### src/rtl/serial_adder_ctrl.sv
`default_nettype none
// ============================================================================
// Module      : serial_adder_ctrl
// Description : Bit-serial W-bit adder. A single 1-bit full-adder slice is
//               reused over W cycles, LSB first, between a valid/ready
//               operand interface and a valid/ready result interface.
//               Area is favoured over latency: one operation takes W+2
//               cycles minimum (accept, W shift cycles, result handshake).
// Revision    : 1.0 - initial release
// ----------------------------------------------------------------------------
// Parameters
//   W            operand/result width in bits (W >= 1)
// Ports
//   clk          rising-edge clock
//   rst          synchronous reset, active-high
//   in_valid_i   operand set a_i/b_i/cin_i is valid
//   in_ready_o   block idle and able to accept operands
//   a_i, b_i     W-bit operands
//   cin_i        carry into bit 0
//   out_valid_o  sum_o/cout_o hold a finished result
//   out_ready_i  consumer accepts the result
//   sum_o        registered (a+b+cin) modulo 2**W
//   cout_o       registered carry out of bit W-1
//   ovf_o        registered two's-complement overflow (only when
//                SERIAL_ADD_OVF_EN is defined)
// Build option
//   SERIAL_ADD_OVF_EN : adds the ovf_o port and its flop
// ============================================================================
module serial_adder_ctrl #(
    parameter int W = 8
) (
    input  logic         clk,
    input  logic         rst,
    input  logic         in_valid_i,
    output logic         in_ready_o,
    input  logic [W-1:0] a_i,
    input  logic [W-1:0] b_i,
    input  logic         cin_i,
    output logic         out_valid_o,
    input  logic         out_ready_i,
    output logic [W-1:0] sum_o,
    output logic         cout_o
`ifdef SERIAL_ADD_OVF_EN
    ,
    output logic         ovf_o
`endif
);

    localparam int              CNT_W    = (W > 1) ? $clog2(W) : 1;
    localparam logic [CNT_W-1:0] CNT_LAST = CNT_W'(W - 1);

    typedef enum logic [1:0] {
        ST_IDLE = 2'd0,
        ST_RUN  = 2'd1,
        ST_DONE = 2'd2
    } state_t;

    state_t             state_q, state_d;
    logic [W-1:0]       a_sh_q, a_sh_d;
    logic [W-1:0]       b_sh_q, b_sh_d;
    logic [W-1:0]       s_sh_q, s_sh_d;
    logic               carry_q, carry_d;
    logic [CNT_W-1:0]   cnt_q, cnt_d;
    logic [W-1:0]       sum_q, sum_d;
    logic               cout_q, cout_d;
`ifdef SERIAL_ADD_OVF_EN
    logic               ovf_q, ovf_d;
`endif

    // The shared full-adder slice.
    logic fa_sum;
    logic fa_cout;
    assign fa_sum  = a_sh_q[0] ^ b_sh_q[0] ^ carry_q;
    assign fa_cout = (a_sh_q[0] & b_sh_q[0]) | (carry_q & (a_sh_q[0] ^ b_sh_q[0]));

    // Sum shift register after inserting this cycle's bit at the MSB end.
    // After W insertions bit 0 of the result has reached position 0.
    logic [W-1:0] s_shift;
    generate
        if (W == 1) begin : g_w1
            assign s_shift = fa_sum;
        end else begin : g_wn
            assign s_shift = {fa_sum, s_sh_q[W-1:1]};
        end
    endgenerate

    always_comb begin
        state_d = state_q;
        a_sh_d  = a_sh_q;
        b_sh_d  = b_sh_q;
        s_sh_d  = s_sh_q;
        carry_d = carry_q;
        cnt_d   = cnt_q;
        sum_d   = sum_q;
        cout_d  = cout_q;
`ifdef SERIAL_ADD_OVF_EN
        ovf_d   = ovf_q;
`endif
        case (state_q)
            ST_IDLE: begin
                if (in_valid_i) begin
                    a_sh_d  = a_i;
                    b_sh_d  = b_i;
                    carry_d = cin_i;
                    cnt_d   = '0;
                    state_d = ST_RUN;
                end
            end
            ST_RUN: begin
                a_sh_d  = a_sh_q >> 1;
                b_sh_d  = b_sh_q >> 1;
                s_sh_d  = s_shift;
                carry_d = fa_cout;
                cnt_d   = cnt_q + CNT_W'(1);
                if (cnt_q == CNT_LAST) begin
                    state_d = ST_DONE;
                    sum_d   = s_shift;
                    cout_d  = fa_cout;
`ifdef SERIAL_ADD_OVF_EN
                    // carry_q is the carry into the MSB on this last cycle.
                    ovf_d   = carry_q ^ fa_cout;
`endif
                end
            end
            ST_DONE: begin
                // in_ready_o is low here, so a result handshake can never
                // coincide with an operand acceptance.
                if (out_ready_i) begin
                    state_d = ST_IDLE;
                end
            end
            default: begin
                state_d = ST_IDLE;
            end
        endcase
    end

    always_ff @(posedge clk) begin
        if (rst) begin
            state_q <= ST_IDLE;
            a_sh_q  <= '0;
            b_sh_q  <= '0;
            s_sh_q  <= '0;
            carry_q <= 1'b0;
            cnt_q   <= '0;
            sum_q   <= '0;
            cout_q  <= 1'b0;
`ifdef SERIAL_ADD_OVF_EN
            ovf_q   <= 1'b0;
`endif
        end else begin
            state_q <= state_d;
            a_sh_q  <= a_sh_d;
            b_sh_q  <= b_sh_d;
            s_sh_q  <= s_sh_d;
            carry_q <= carry_d;
            cnt_q   <= cnt_d;
            sum_q   <= sum_d;
            cout_q  <= cout_d;
`ifdef SERIAL_ADD_OVF_EN
            ovf_q   <= ovf_d;
`endif
        end
    end

    // Handshake outputs decode the state register only.
    assign in_ready_o  = (state_q == ST_IDLE);
    assign out_valid_o = (state_q == ST_DONE);
    assign sum_o       = sum_q;
    assign cout_o      = cout_q;
`ifdef SERIAL_ADD_OVF_EN
    assign ovf_o       = ovf_q;
`endif

endmodule
`default_nettype wire
### config.mk
export PLATFORM = sky130hd
export DESIGN_NAME = serial_adder_ctrl
export DESIGN_NICKNAME = d
export VERILOG_FILES = /design/src/rtl/serial_adder_ctrl.sv
export SDC_FILE = /design/constraint.sdc
export NUM_CORES = 1
export LEC_CHECK = 0
export CAP_MARGIN = 20
export CORE_AREA = 2 2 71 73
export CTS_BUF_LIST = sky130_fd_sc_hd__clkbuf_16
export CTS_CLUSTER_DIAMETER = 200
export DETAILED_ROUTE_END_ITERATION = 12
export DIE_AREA = 0 0 73 75
export GPL_TIMING_DRIVEN = 0
export PLACE_DENSITY_LB_ADDON = 0.15
export SLEW_MARGIN = 40
export SYNTH_ARGS = -nofsm -noshare
export SYNTH_HDL_FRONTEND = slang
export SYNTH_SLANG_ARGS = --single-unit
### constraint.sdc
create_clock -name clk -period 2.8 [get_ports clk]
set_input_delay 0.56 -clock clk [delete_from_list [all_inputs] [get_ports clk]]
set_output_delay 0.56 -clock clk [all_outputs]
set_load 0.005 [all_outputs]
==> results.json, run 1 <==
{
  "finClkSkew_ps": 2.130,
  "multi_input_area_sq_um": 693.2,
  "ys_types": 26,
  "synth_top_flop_cell": "dfxtp_1",
  "nNetsFinal": 230,
  "core_sq_um": 4661,
  "hold_buffers": 0,
  "hp-start": "sum_o[0]$_SDFFE_PP0P_",
  "grt_use_met2_pct": 23.32,
  "cts_resized": 0,
  "dr.first_iter.drc_count": 53,
  "drc_errors": 0,
  "drv_cap": 0,
  "cts.sinks": 38,
  "power_density_nw_per_um2": 599.8,
  "critPathKind": "flip-flop to primary output",
  "syn_to_final_growth_pct": 31.71,
  "post_synth.cell_area_avg_sq_um": 9.432,
  "min_path_type": "flip-flop to flip-flop",
  "gr-usage-met1_pct": 18.71,
  "rsz0062_at_grt": "false",
  "place.gp.congestion": 0.7949,
  "regArea_sq_um": 760.7,
  "total_power_mw": 1.259,
  "grt_pass1_wl_mm": 6.009,
  "final_area_sq_um": 2100,
  "grt_pass1_vias": 1254,
  "grt_start_max_net_pins": 12,
  "crit_path_start_kind": "flip-flop",
  "ys_top_cells_by_area": "dfxtp_1 (48%), o221a_1 (7.1%), a21oi_2 (6.6%)",
  "final_core_util_pct": 45.05,
  "syn-num-nets": 193,
  "clk_transition_reported_paths_ps": 50,
  "relSlewSlack_pct": 55.81,
  "antenna_found_initial": 0,
  "cp.arrival_ps": 1490,
  "grt_usage_pct": 14.60,
  "drive_gt1_share_pct": 17.39,
  "cts_max_level": 2,
  "yosysTopAreaCell": "dfxtp_1",
  "nFillCells": 443,
  "final-hold-violation-count": 0,
  "use_met3_pct": 4.284,
  "antenna_cells": 0,
  "max_freq_mhz": 486.7,
  "layout.cells.most_common": "dfxtp_1",
  "ioPinCount": 32,
  "ys_warn_count": 0,
  "dpl.hpwl_mm": 2.480,
  "clockBufferDepth": 2,
  "status": "finished, final reports clean",
  "crit_path_start": "state_q[1]$_SDFFE_PP0P_",
  "cts-buffers-inserted": 5,
  "initial_core_util_pct": 34.20,
  "tightest_slew_ps": 662.9,
  "wl_per_cell_microns": 13.51,
  "tns_ps": 0,
  "path_max_fanout": 8,
  "ys_seq_area_share_pct": 47.72,
  "ant_nets": 0,
  "ys_ff_latch": 38,
  "gr-total-overflow": 0,
  "p_leak_nw": 0.7629,
  "dieArea_sq_um": 5475,
  "grt-busiest-layer": "met2",
  "worst_slack_ps": 745.2,
  "final_cell_mix": "dfxtp_1 (38), clkdlybuf4s50_1 (30), nand2_1 (22)",
  "synth_top_area_share_pct": 47.72,
  "die_h_microns": 75,
  "placed_area_sq_um": 1962,
  "ys_async_sr_fraction_pct": 0,
  "cts_tree": "done",
  "synth_edf_count": 0,
  "finalWirelength_mm": 3.526,
  "rows": 25,
  "slew_viol_final": 0,
  "viasPerCell": 4.912,
  "portBuffers": 30,
  "worstPathRequired_ps": 2240,
  "die_w_microns": 73,
  "period_share_pct": 73.39,
  "num_vias": 1282,
  "r2r-start": "cnt_q[0]$_SDFFE_PP0P_",
  "setup_viol": 0,
  "min_period_ps": 2055,
  "syn_inst": 169,
  "firstDrtPassIters": 4,
  "syn_area_sq_um": 1594,
  "post-place-ws_ps": 762.9,
  "root_buffer": "clkbuf_16",
  "clk_latency_ps": 280,
  "endpoint_kind": "primary output",
  "postCtsSetupRepairBufs": 0,
  "irDropWorstVdd_v": 0.0002999
}
-- path summary, 6_finish.rpt --
kind | end | cells past startpoint | slack, ps
worst max-delay path | out_valid_o | 2 | 750
worst min-delay path | sum_o[0]$_SDFFE_PP0P_ | 2 | 450
worst max register to register | cout_o$_SDFFE_PP0P_ | 6 | 1070
worst min register to register | sum_o[0]$_SDFFE_PP0P_ | 2 | 450
-- synth_stat cells, types with 2 or more instances --
cell type   n
a21oi_1    19
a21oi_2    12
a22oi_1     2
a32oi_1     2
buf_2       4
buf_6       4
clkbuf_1    4
dfxtp_1    38
ha_1        2
inv_1      16
mux2i_1     2
nand2_1    22
nand2b_1    2
nand3_1     8
nor2_1      7
nor2_2      2
o221a_1    10
o221a_2     5
-- power breakdown --
group / switching, mW / internal [mW] / leakage (nW) / total, mW
registers: 0.0160 / 0.568 / 0.311 / 0.584
clock network: 0.208 / 0.321 / 0.0724 / 0.530
logic: 0.0711 / 0.0744 / 0.379 / 0.146
total: 0.296 / 0.964 / 0.763 / 1.26
-- final cells by class --
class	count	share of cell area, %
Buffer	12	3.814
Clock buffer	5	5.959
Clock inverter	3	0.5959
Inverter	16	2.861
Multi-Input combinational cell	103	33.02
Sequential cell	38	36.23
Tap cell	54	3.218
Timing Repair Buffer	30	14.30
-- metrics by stage --
| stage | cells | hold slack [ps] |
|---|---|---|
| after floorplan | 169 | 436.6 |
| final | 261 | 451.6 |
| after global routing | 261 | 479.3 |
| after detailed placement | 253 | 446.8 |
| after global placement | 253 | 442.7 |
| after CTS | 261 | 454.4 |
-- cell families (layout without fill, tap and decap cells) --
kind of cell	count (synthesis)	in the layout	synth area share [%]
AO/OA/AOI/OAI	52	52	26.14
flip-flops	38	38	47.72
AND/OR/NAND/NOR	46	46	13.27
buffers and inverters	28	66	8.791
multiplexers	2	2	1.256
adder cells (fa/ha/maj)	3	3	2.826
-- metal layers --
layer	vias to the layer above	routed length [microns]
met5	-	0
met4	0	59
met3	6	152
met2	30	1631
met1	584	1682
li1	662	-
-- flip-flops by register name (all words and copies together) (netlist names) --
register and cells:
cout_o 1, cnt_q 3, state_q 2, b_sh_q 8, carry_q 1, s_sh_q 7, a_sh_q 8, sum_o 8
-- critical path, cell delays in order, from the launching register on --
cell             delay [ps]
dfxtp_1                 490
nor2b_1                 210
clkdlybuf4s50_1         520
Power figures use the tool's default switching activity.
==> inputs of run 2 (changes only) <==
Clock period 2.8 ns to 1.71 ns, I/O delays scaled along.
==> run 2 against run 1 <==
Compared with the run above: final cell count shrank 0.38%; highest routed layer unchanged; count of clock-buffer cells in the layout is the same; critical path type unchanged; largest cell class unchanged; largest power group unchanged; utilization grew 0.13 points; clock power grew 64%.
==> results.json, run 2 (same netlist as run 1, synthesis figures left out) <==
{
  "drv_cap": 0,
  "finalNonFillerCells": 260,
  "total_power_mw": 2.063,
  "min_period_ps": 1706,
  "gr-total-overflow": 0,
  "antenna_found_initial": 0,
  "whs_ps": 451.6,
  "p_leak_nw": 0.7659,
  "grt_usage_pct": 14.66,
  "grt_pass1_vias": 1257,
  "max_freq_mhz": 586.2,
  "die_h_microns": 75,
  "slew_viol_final": 0,
  "grt_start_max_net_pins": 12,
  "clockBufferDepth": 2,
  "crit_path_start_kind": "flip-flop",
  "initial_core_util_pct": 34.20,
  "finClkSkew_ps": 1.635,
  "hold_buffers": 0,
  "path_max_fanout": 8,
  "final_area_sq_um": 2106,
  "worstPathRequired_ps": 1370,
  "critPathKind": "flip-flop to primary output",
  "cts_max_level": 2,
  "rsz0062_at_grt": "true",
  "final-hold-violation-count": 0,
  "die_w_microns": 73,
  "period_share_pct": 99.76,
  "portBuffers": 30,
  "cp.arrival_ps": 1360,
  "firstDrtPassIters": 4,
  "cts-buffers-inserted": 5,
  "place.gp.congestion": 0.7949,
  "tightest_slew_ps": 670.0,
  "cts_tree": "done",
  "wl_per_cell_microns": 13.53,
  "core_sq_um": 4661,
  "num_vias": 1287,
  "status": "finished, final reports clean",
  "endpoint_kind": "primary output",
  "finalWirelength_mm": 3.519,
  "viasPerCell": 4.950,
  "drc_errors": 0,
  "min_path_type": "flip-flop to flip-flop",
  "ant_nets": 0,
  "power_density_nw_per_um2": 979.6,
  "dpl.hpwl_mm": 2.480,
  "dr.first_iter.drc_count": 62,
  "cts_resized": 3,
  "cts.sinks": 38,
  "postCtsSetupRepairBufs": 0,
  "tns_ps": 0,
  "grt_pass1_wl_mm": 6.030,
  "antenna_cells": 0,
  "clk_latency_ps": 280,
  "dieArea_sq_um": 5475,
  "irDropWorstVdd_v": 0.0004921,
  "root_buffer": "clkbuf_16",
  "syn_to_final_growth_pct": 32.10,
  "drive_gt1_share_pct": 18.45,
  "layout.cells.most_common": "dfxtp_1",
  "ioPinCount": 32,
  "nNetsFinal": 229,
  "relSlewSlack_pct": 55.33,
  "clk_transition_reported_paths_ps": 50,
  "final_cell_mix": "dfxtp_1 (37), clkdlybuf4s50_1 (29), nand2_1 (22)",
  "placed_area_sq_um": 1962,
  "setup_viol": 0,
  "placed_cells": 253,
  "rows": 25
}
## run 2: routing by layer
| layer | share of wire, % | up-vias | track usage (%) |
|---|---|---|---|
| met2 | 47 | 28 | 23.22 |
| met5 | 0 | - | 0 |
| met3 | 4.1 | 6 | 4.284 |
| li1 | - | 660 | - |
| met1 | 48 | 593 | 18.96 |
| met4 | 1.7 | 0 | 5.556 |
## run 2: where the power goes
group / internal (mW) / switching [mW]
registers: 0.928 / 0.0262
logic: 0.122 / 0.117
clock network: 0.526 / 0.342
## run 2: path summary, 6_finish.rpt
path                      startpoint               endpoint  cells past startpoint  slack [ps]
max          state_q[0]$_SDFFE_PP0P_             in_ready_o                      3           4
min            sum_o[0]$_SDFFE_PP0P_  sum_o[0]$_SDFFE_PP0P_                      2         450
max reg2reg    cnt_q[0]$_SDFFE_PP0P_    cout_o$_SDFFE_PP0P_                      5         230
min reg2reg    sum_o[0]$_SDFFE_PP0P_  sum_o[0]$_SDFFE_PP0P_                      2         450
## run 2: cell type report
class                      count  area [sq um]
timing repair buffer          30         299.0
clock inverter                 3         12.51
fill                         441          2555
tap                           54         67.56
clock buffer                   5         125.1
sequential                    38         764.5
buffer                        11         76.32
multi-input combinational    103         700.7
inverter                      16         60.06
## run 2: per-stage QoR
step                      util, %  worst slack, ps
after floorplan                 -            286.5
after global placement      42.09           -103.9
after detailed placement    42.09           -109.1
after CTS                   45.02           -49.65
after global routing        45.18           -35.17
final                       45.18            4.188
## run 2: critical path, cell delays in order (launching register included)
cell             delay (ps)
dfxtp_1                 300
buf_6                   130
nor2_4                  130
clkdlybuf4s50_1         520
